[config.mk]
export PLATFORM = sky130hd
export DESIGN_NAME = ts_packet_aligner
export DESIGN_NICKNAME = d
export VERILOG_FILES = /design/src/rtl/t2mi_ts_pkg.sv /design/src/rtl/ts_packet_aligner.sv
export SDC_FILE = /design/constraint.sdc
export NUM_CORES = 1
export LEC_CHECK = 0
export CORE_MARGIN = 1.5
export CORE_UTILIZATION = 49
export DETAILED_ROUTE_END_ITERATION = 16
export PLACE_DENSITY = 0.82
export SLEW_MARGIN = 20
export SYNTH_ARGS = -nofsm -noshare
export SYNTH_HDL_FRONTEND = slang
export SYNTH_SLANG_ARGS = --single-unit
[constraint.sdc]
create_clock -name clk_100mhz -period 2.15 [get_ports clk_100mhz]
set_input_delay 0.43 -clock clk_100mhz [delete_from_list [all_inputs] [get_ports clk_100mhz]]
set_output_delay 0.43 -clock clk_100mhz [all_outputs]
set_load 0.02 [all_outputs]
[src/rtl/t2mi_ts_pkg.sv]
// Shared MPEG-TS framing constants and aligner state encoding.
package t2mi_ts_pkg;

  localparam int         TS_PKT_LEN       = 188;
  localparam logic [7:0] TS_SYNC_BYTE     = 8'h47;
  localparam int         TS_LOCK_THRESH   = 3;
  localparam int         TS_UNLOCK_THRESH = 3;

  typedef enum logic [1:0] {
    HUNT   = 2'd0,
    VERIFY = 2'd1,
    LOCK   = 2'd2
  } ts_state_e;

endpackage

[src/rtl/ts_packet_aligner.sv]
// Recovers 188-byte TS packet framing from the sync byte and forwards only
// aligned packets with sop/eop markers, tracking lock and sync loss.
module ts_packet_aligner
  import t2mi_ts_pkg::*;
#(
  parameter int         PKT_LEN       = TS_PKT_LEN,
  parameter logic [7:0] SYNC_BYTE     = TS_SYNC_BYTE,
  parameter int         LOCK_THRESH   = TS_LOCK_THRESH,
  parameter int         UNLOCK_THRESH = TS_UNLOCK_THRESH
) (
  input  logic        clk_100mhz,
  input  logic        rst_n,
  input  logic        in_valid,
  input  logic [7:0]  in_data,
  input  logic        resync,
  output logic        out_valid,
  output logic [7:0]  out_data,
  output logic        out_sop,
  output logic        out_eop,
  output logic        out_err,
  output logic        out_abort,
  output logic        locked,
  output logic [15:0] sync_loss_cnt,
  output logic [15:0] pkt_cnt
);

  localparam int                 POS_W       = $clog2(PKT_LEN);
  localparam int                 CNT_W       = 8;
  localparam logic [POS_W-1:0]   POS_LAST    = POS_W'(PKT_LEN - 1);
  // Thresholds pre-decremented so "count + 1 == THRESH" becomes a plain compare.
  localparam logic [CNT_W-1:0]   LOCK_GOAL   = CNT_W'(LOCK_THRESH - 1);
  localparam logic [CNT_W-1:0]   UNLOCK_GOAL = CNT_W'(UNLOCK_THRESH - 1);

  ts_state_e         state;
  logic [POS_W-1:0]  pos;
  logic [CNT_W-1:0]  good_cnt;
  logic [CNT_W-1:0]  bad_cnt;

  logic              is_sync;
  logic              at_slot;
  logic [POS_W-1:0]  pos_next;

  assign is_sync  = (in_data == SYNC_BYTE);
  assign at_slot  = (pos == '0);
  assign pos_next = (pos == POS_LAST) ? '0 : pos + POS_W'(1);

  // pos always names the position of the byte about to arrive, so a resync
  // with pos != 0 means a forwarded packet is only partly out.
  always_ff @(posedge clk_100mhz or negedge rst_n) begin
    if (!rst_n) begin
      state         <= HUNT;
      pos           <= '0;
      good_cnt      <= '0;
      bad_cnt       <= '0;
      out_valid     <= 1'b0;
      out_data      <= '0;
      out_sop       <= 1'b0;
      out_eop       <= 1'b0;
      out_err       <= 1'b0;
      out_abort     <= 1'b0;
      locked        <= 1'b0;
      sync_loss_cnt <= '0;
      pkt_cnt       <= '0;
    end else begin
      out_valid <= 1'b0;
      out_sop   <= 1'b0;
      out_eop   <= 1'b0;
      out_err   <= 1'b0;
      out_abort <= 1'b0;

      if (resync) begin
        out_abort <= (state == LOCK) && !at_slot;
        state     <= HUNT;
        locked    <= 1'b0;
        pos       <= '0;
        good_cnt  <= '0;
        bad_cnt   <= '0;
      end else if (in_valid) begin
        case (state)
          HUNT: begin
            if (is_sync) begin
              state    <= VERIFY;
              pos      <= POS_W'(1);
              good_cnt <= CNT_W'(1);
            end
          end

          VERIFY: begin
            if (!at_slot) begin
              pos <= pos_next;
            end else if (is_sync && good_cnt == LOCK_GOAL) begin
              state     <= LOCK;
              locked    <= 1'b1;
              bad_cnt   <= '0;
              pos       <= pos_next;
              out_valid <= 1'b1;
              out_data  <= in_data;
              out_sop   <= 1'b1;
            end else if (is_sync) begin
              good_cnt <= good_cnt + CNT_W'(1);
              pos      <= pos_next;
            end else begin
              state    <= HUNT;
              good_cnt <= '0;
              pos      <= '0;
            end
          end

          LOCK: begin
            if (at_slot && !is_sync && bad_cnt == UNLOCK_GOAL) begin
              state    <= HUNT;
              locked   <= 1'b0;
              pos      <= '0;
              good_cnt <= '0;
              bad_cnt  <= '0;
              if (sync_loss_cnt != 16'hFFFF)
                sync_loss_cnt <= sync_loss_cnt + 16'd1;
            end else begin
              pos       <= pos_next;
              out_valid <= 1'b1;
              out_data  <= in_data;
              out_sop   <= at_slot;
              out_err   <= at_slot && !is_sync;
              out_eop   <= (pos == POS_LAST);
              if (pos == POS_LAST)
                pkt_cnt <= pkt_cnt + 16'd1;
              if (at_slot)
                bad_cnt <= is_sync ? '0 : bad_cnt + CNT_W'(1);
            end
          end

          default: begin
            state  <= HUNT;
            locked <= 1'b0;
            pos    <= '0;
          end
        endcase
      end
    end
  end

endmodule

; After elaboration in Yosys (flattened, before gate mapping)
; Index checks and enable logic that the tools add are counted.
[op_classes]
addsub = 5
n_eq_ne = 18
muxes = 61
bitwise = 2
reduce_logical = 20
[ops]
columns = op, count
row1 = 2-to-1 mux 8 bit, 24
row2 = one-hot mux 8 bit (3 select lines), 2
row3 = "adder 16 x 1 -> 16 bit, second input constant", 2
row4 = one-hot mux 8 bit (2 select lines), 2
row5 = AND reduction 5 bit, 5
row6 = "adder 8 x 1 -> 8 bit, second input constant", 3
row7 = 2-to-1 mux 1 bit, 22
row8 = "== test 8 x 2 -> 1 bit, second input constant", 2
row9 = "!= test 16 bit, second input constant", 1
row10 = 2-to-1 mux 2 bit, 7
row11 = "!= test 3 bit, second input constant", 4
row12 = AND reduction 6 bit, 2
row13 = "== test 8 x 7 -> 1 bit, second input constant", 1
row14 = "== test 8 bit, second input constant", 1
row15 = zero test 8 bit, 1
row16 = "!= test 2 bit, second input constant", 4
row17 = one-hot mux 2 bit (3 select lines), 1
row18 = logical AND 1 bit, 4
row19 = "!= test 4 x 3 -> 1 bit, second input constant", 1
row20 = "!= test 4 bit, second input constant", 1
row21 = one-hot mux 1 bit (2 select lines), 2
row22 = nonzero test 2 bit, 2
row23 = nonzero test 4 bit, 1
row24 = "!= test 3 x 2 -> 1 bit, second input constant", 1
row25 = 8 further kinds, 10
[totals]
regBits = 72
input_bits = 12
elab_cells = 119

; Longest topological paths before layout
[logic_depth]
word_depth = 8
depth_mapped = 8

; Worst setup path after synthesis
; Ideal clock, no wire load.
[synth_timing]
kind = reg-to-reg
startpoint = reg bad_cnt[0]
endpoint = reg good_cnt[1]
setup_time_ps = 125
arrival_ps = 2015
slack_ps = 10
stages_incl_launch_ff = 8
path_buffers = 0
synth_period_minus_slack_ps = 2140
path_cell_list = dfrtp_1 > inv_1 > ha_1 > nor4b_1 > nand2_1 > o32a_2 > o21ai_1 > mux2_2
[synth_between]
elab_chain_cells = 4
[synth_rtl]
columns = element, line
row1 = "start, declared", ts_packet_aligner.sv:37  ; logic [CNT_W-1:0] bad_cnt;
row2 = "start signal, assigned", ts_packet_aligner.sv:128  ; bad_cnt <= is_sync ? '0 : bad_cnt + CNT_W'(1);
row3 = == test 8 x 2 -> 1 bit, ts_packet_aligner.sv:110  ; if (at_slot && !is_sync && bad_cnt == UNLOCK_GOAL) begin
row4 = logical AND 1 bit, ts_packet_aligner.sv:110
row5 = != test 3 x 2 -> 1 bit (no source line), --
row6 = AND reduction 6 bit (no source line), --
row7 = "end signal, assigned", ts_packet_aligner.sv:100  ; good_cnt <= good_cnt + CNT_W'(1);
row8 = "end, declared", ts_packet_aligner.sv:36  ; logic [CNT_W-1:0] good_cnt;
; Every way passes these cells.
; A chain may end at the register's enable or synchronous reset.

; Worst setup path after layout
[layout_timing]
startpoint = reg state[0]
endpoint = reg pkt_cnt[7]
[layout_between]
elab_chain_cells = 2
[layout_rtl]
columns = element, line
row1 = "start, declared", ts_packet_aligner.sv:34  ; ts_state_e state;
row2 = "start signal, assigned", ts_packet_aligner.sv:51  ; state <= HUNT;
row3 = "start signal, assigned", ts_packet_aligner.sv:73  ; state <= HUNT;
row4 = "start signal, assigned", ts_packet_aligner.sv:82  ; state <= VERIFY;
row5 = == test 2 bit, ts_packet_aligner.sv:79  ; case (state)
row6 = AND reduction 5 bit (no source line), --
row7 = "end signal, assigned", ts_packet_aligner.sv:126  ; pkt_cnt <= pkt_cnt + 16'd1;
row8 = "end, declared", ts_packet_aligner.sv:24  ; output logic [15:0] pkt_cnt
; Every way passes these cells.

==> summary.log <==
INFO  cts            cts-htree-levels=3
INFO  synth          synth_top_flop_cell=sky130_fd_sc_hd__dfrtp_1
INFO  routing        via_per_inst=5.986
INFO  place          gp_routability_congestion=0.9515
INFO  synth          flop_and_latch_count_out_of_synthesis=72
INFO  sta            rsz0062_at_grt=true
INFO  die            die_h=93.58microns
INFO  sta            finalMaxSlewViolations=0
INFO  sta            min_period=2171ps
INFO  grt            grt_start_max_net_pins=73
INFO  synth          synthTopCellsByCount=72 x sky130_fd_sc_hd__dfrtp_1, 27 x sky130_fd_sc_hd__nand2_1, 24 x sky130_fd_sc_hd__nand3_1, 24 x sky130_fd_sc_hd__nor2_1, 21 x sky130_fd_sc_hd__xnor2_1
INFO  synth          synth_warnings=0
INFO  sta            postLayoutSetupSlackWorst=-21.43ps
INFO  power_and_ir_drop p_leak=2.632nW
INFO  worst_hold_path holdCritPathClass=primary input to asynchronous set/reset pin
INFO  synth          synth.avg_cell_area=10.44squm
INFO  finish         antennaDiodeCount=0
INFO  cts            root_buffer=sky130_fd_sc_hd__clkbuf_8
INFO  die            placement_row_count=32
INFO  synth          leading_area_contributor_after_synthesis=sky130_fd_sc_hd__dfrtp_1
INFO  sta            layout_worst_path_cycle_share=1.010
INFO  sta            setup_viol_count_final=4
INFO  routing        avgRoutedWirePerCell=18.00microns
INFO  sta            tightest_slew=500.2ps
INFO  power_and_ir_drop fin_total_pwr=0.002698W
INFO  critical_path  timing.critical_path.from_type=flop
INFO  synth          yosys.area.top_type_share=0.4482
INFO  synth          synth.area.top_cells=sky130_fd_sc_hd__dfrtp_1 45%, sky130_fd_sc_hd__xnor2_1 4.6%, sky130_fd_sc_hd__ha_1 4.0%
INFO  finish         layout.cell_area.non_filler=5973squm
INFO  sta            tns=-44.04ps
INFO  run            drv.max_cap_violation_count=0
INFO  synth          synth_edf_count=0
INFO  outcome        failed_checks=setup timing
INFO  finish         fin_nets=563
INFO  die            io-pin-count=58
INFO  critical_path  worst-endpoint-required=2430ps
INFO  die            die_area=8756squm
INFO  synth          synth_cell_type_count=68
INFO  routing        drt_pass1_iterations=5
INFO  synth          mapped_nets=410
INFO  synth          synth_sequential_area_ratio=0.4482
INFO  outcome        status=finished, violations left
INFO  routing        dr_total_vias=3855
INFO  sta            finClkSkew=9.602ps
INFO  cts            clock_path_buffers=2
INFO  synth          post-synth-top-count-cell=sky130_fd_sc_hd__dfrtp_1
INFO  sta            maxClockFrequency=0.4605GHz
INFO  routing        drc_errors=0
INFO  critical_path  timing.critical_path.fanout_max=4
INFO  cts            clkSlewWorstSetupHoldPaths=80ps
INFO  power_and_ir_drop peakVddDrop=298.3uV
INFO  cts            hold_buffers=0
INFO  place          hpwl=7251microns
INFO  critical_path  criticalPathCategory=flop to flop
INFO  sta            final_hold_slack=98.63ps
INFO  sta            finalHoldViolations=0
INFO  finish         signed_area_change_from_the_synthesized_netlist_to_the_final_layout=48.58%
INFO  critical_path  timing.critical_path.from=state[0]
INFO  synth          mappedNetlistArea=4020squm
INFO  power_and_ir_drop power.density_cell_area=451.6nW/um^2
INFO  finish         layout_fillers=513
INFO  grt            antenna_found_initial=0
INFO  cts            cts_tree=yes
INFO  grt            grt_usage=0.2624
INFO  cts            clk-insertion-delay-late=350ps
INFO  routing        final_antenna_net_count=0
INFO  die            initial_core_util=0.5123
INFO  critical_path  timing.rr.start=state[0]
INFO  grt            grt_remaining_overflow=0
INFO  place          buffer_ports.inserted=57
INFO  cts            cts_made_buffers=9
INFO  finish         post_route_cells_drive_above_1_share=0.3321
INFO  critical_path  critPathArrivalTime=2450ps
INFO  die            horizontal_die_dimension=93.58microns
INFO  cts            cts_num_sinks=72
INFO  synth          synthCells=385
INFO  grt            first_global_vias=3863
INFO  synth          async_sr_flop_fraction=1.000
INFO  critical_path  worst_setup_path_end_kind=flop
INFO  sta            maxSlewHeadroom=0.6640
INFO  routing        detail_route.iter0.violations=272
INFO  grt            grt_pass1_wl=18120microns
INFO  place          dpl_cell_area=5235squm
INFO  die            core=7848squm
INFO  routing        routed_wl=11590microns
-- flip-flops by register name (all words and copies together), names as in the netlist --
register and cells:
locked 1, out_abort 1, out_valid 1, state 2, sync_loss_cnt 16, out_eop 1, out_err 1, out_sop 1
pos 8, good_cnt 8, bad_cnt 8, pkt_cnt 16, out_data 8
-- layer usage --
layer  track usage  up-vias  wire (microns)
met5             0        -               0
met4       0.09701        0             314
met3       0.06016       44             716
met2        0.4408      163            5899
met1        0.3286     1904            4658
li1              -     1744               -
-- where the power goes --
part | leakage, nW | switching, W | internal, W
Clock | 0.102 | 0.000534 | 0.000562
Sequential | 0.994 | 0.0000124 | 0.00137
Combinational | 1.54 | 0.000115 | 0.000103
Total | 2.63 | 0.000661 | 0.00204
-- timing repair --
item,in CTS,in global routing
pin swaps,13,27
endpoints found under the setup margin,47,52
setup buffers,13,5
gates cloned,2,0
gates resized for setup,31,55
-- cells by family after synthesis --
family,share of synthesized area
simple gates,0.2409
fa+ha+maj,0.04046
xor+xnor,0.06536
mux,0.03610
buf+inv,0.02552
compound gates,0.1435
flops,0.4482
-- stage by stage --
stage          setup WS, ps  std cells    util
3_3_place_gp         -407.8        610  0.6671
5_1_grt              -139.9        644  0.7612
4_1_cts              -10.97        640  0.7283
3_5_place_dp         -460.7        610  0.6671
6_report             -21.43        644  0.7612
2_1_floorplan         9.891        385       -
-- cell usage in the layout (no fill, tap or decap), types with 14 or more instances in the layout --
master | netlist | final
sky130_fd_sc_hd__buf_4 | 0 | 76
sky130_fd_sc_hd__nor2_1 | 24 | 24
sky130_fd_sc_hd__nor3_1 | 19 | 17
sky130_fd_sc_hd__nand2_1 | 27 | 22
sky130_fd_sc_hd__clkdlybuf4s50_1 | 0 | 52
sky130_fd_sc_hd__dfrtp_1 | 72 | 71
sky130_fd_sc_hd__inv_1 | 17 | 14
sky130_fd_sc_hd__and3_1 | 14 | 14
sky130_fd_sc_hd__nand3_1 | 24 | 19
sky130_fd_sc_hd__xnor2_1 | 21 | 19
-- worst paths after layout --
kind                                          end  depth (start not counted)  slack, ps
worst max register to register         pkt_cnt[7]                          7        -20
max in group asynchronous                state[0]                          2       1740
worst max-delay path                   pkt_cnt[7]                          7        -20
min in group clk_100mhz               pkt_cnt[15]                          1        470
worst min-delay path            sync_loss_cnt[11]                          2        100
worst min register to register        pkt_cnt[15]                          1        470
-- final cells by class --
class                           instances  area, sq um  area share
Sequential cell                        72         1803      0.3018
Clock inverter                          5        57.56    0.009636
Multi-Input combinational cell        289         2424      0.4057
Tap cell                              102        127.6     0.02137
Timing Repair Buffer                  149         1360      0.2277
Clock buffer                           10        137.6     0.02304
Inverter                               17        63.81     0.01068
-- critical path, cell delays in order, from the launching register on --
cell                       delay, ps
sky130_fd_sc_hd__dfrtp_2         470
sky130_fd_sc_hd__inv_1           110
sky130_fd_sc_hd__ha_1            210
sky130_fd_sc_hd__nand3b_1        230
sky130_fd_sc_hd__or4b_4          610
sky130_fd_sc_hd__nor2_1          150
sky130_fd_sc_hd__and3_1          190
sky130_fd_sc_hd__xor2_1          140
No activity file was read; power rests on OpenSTA's default activity.
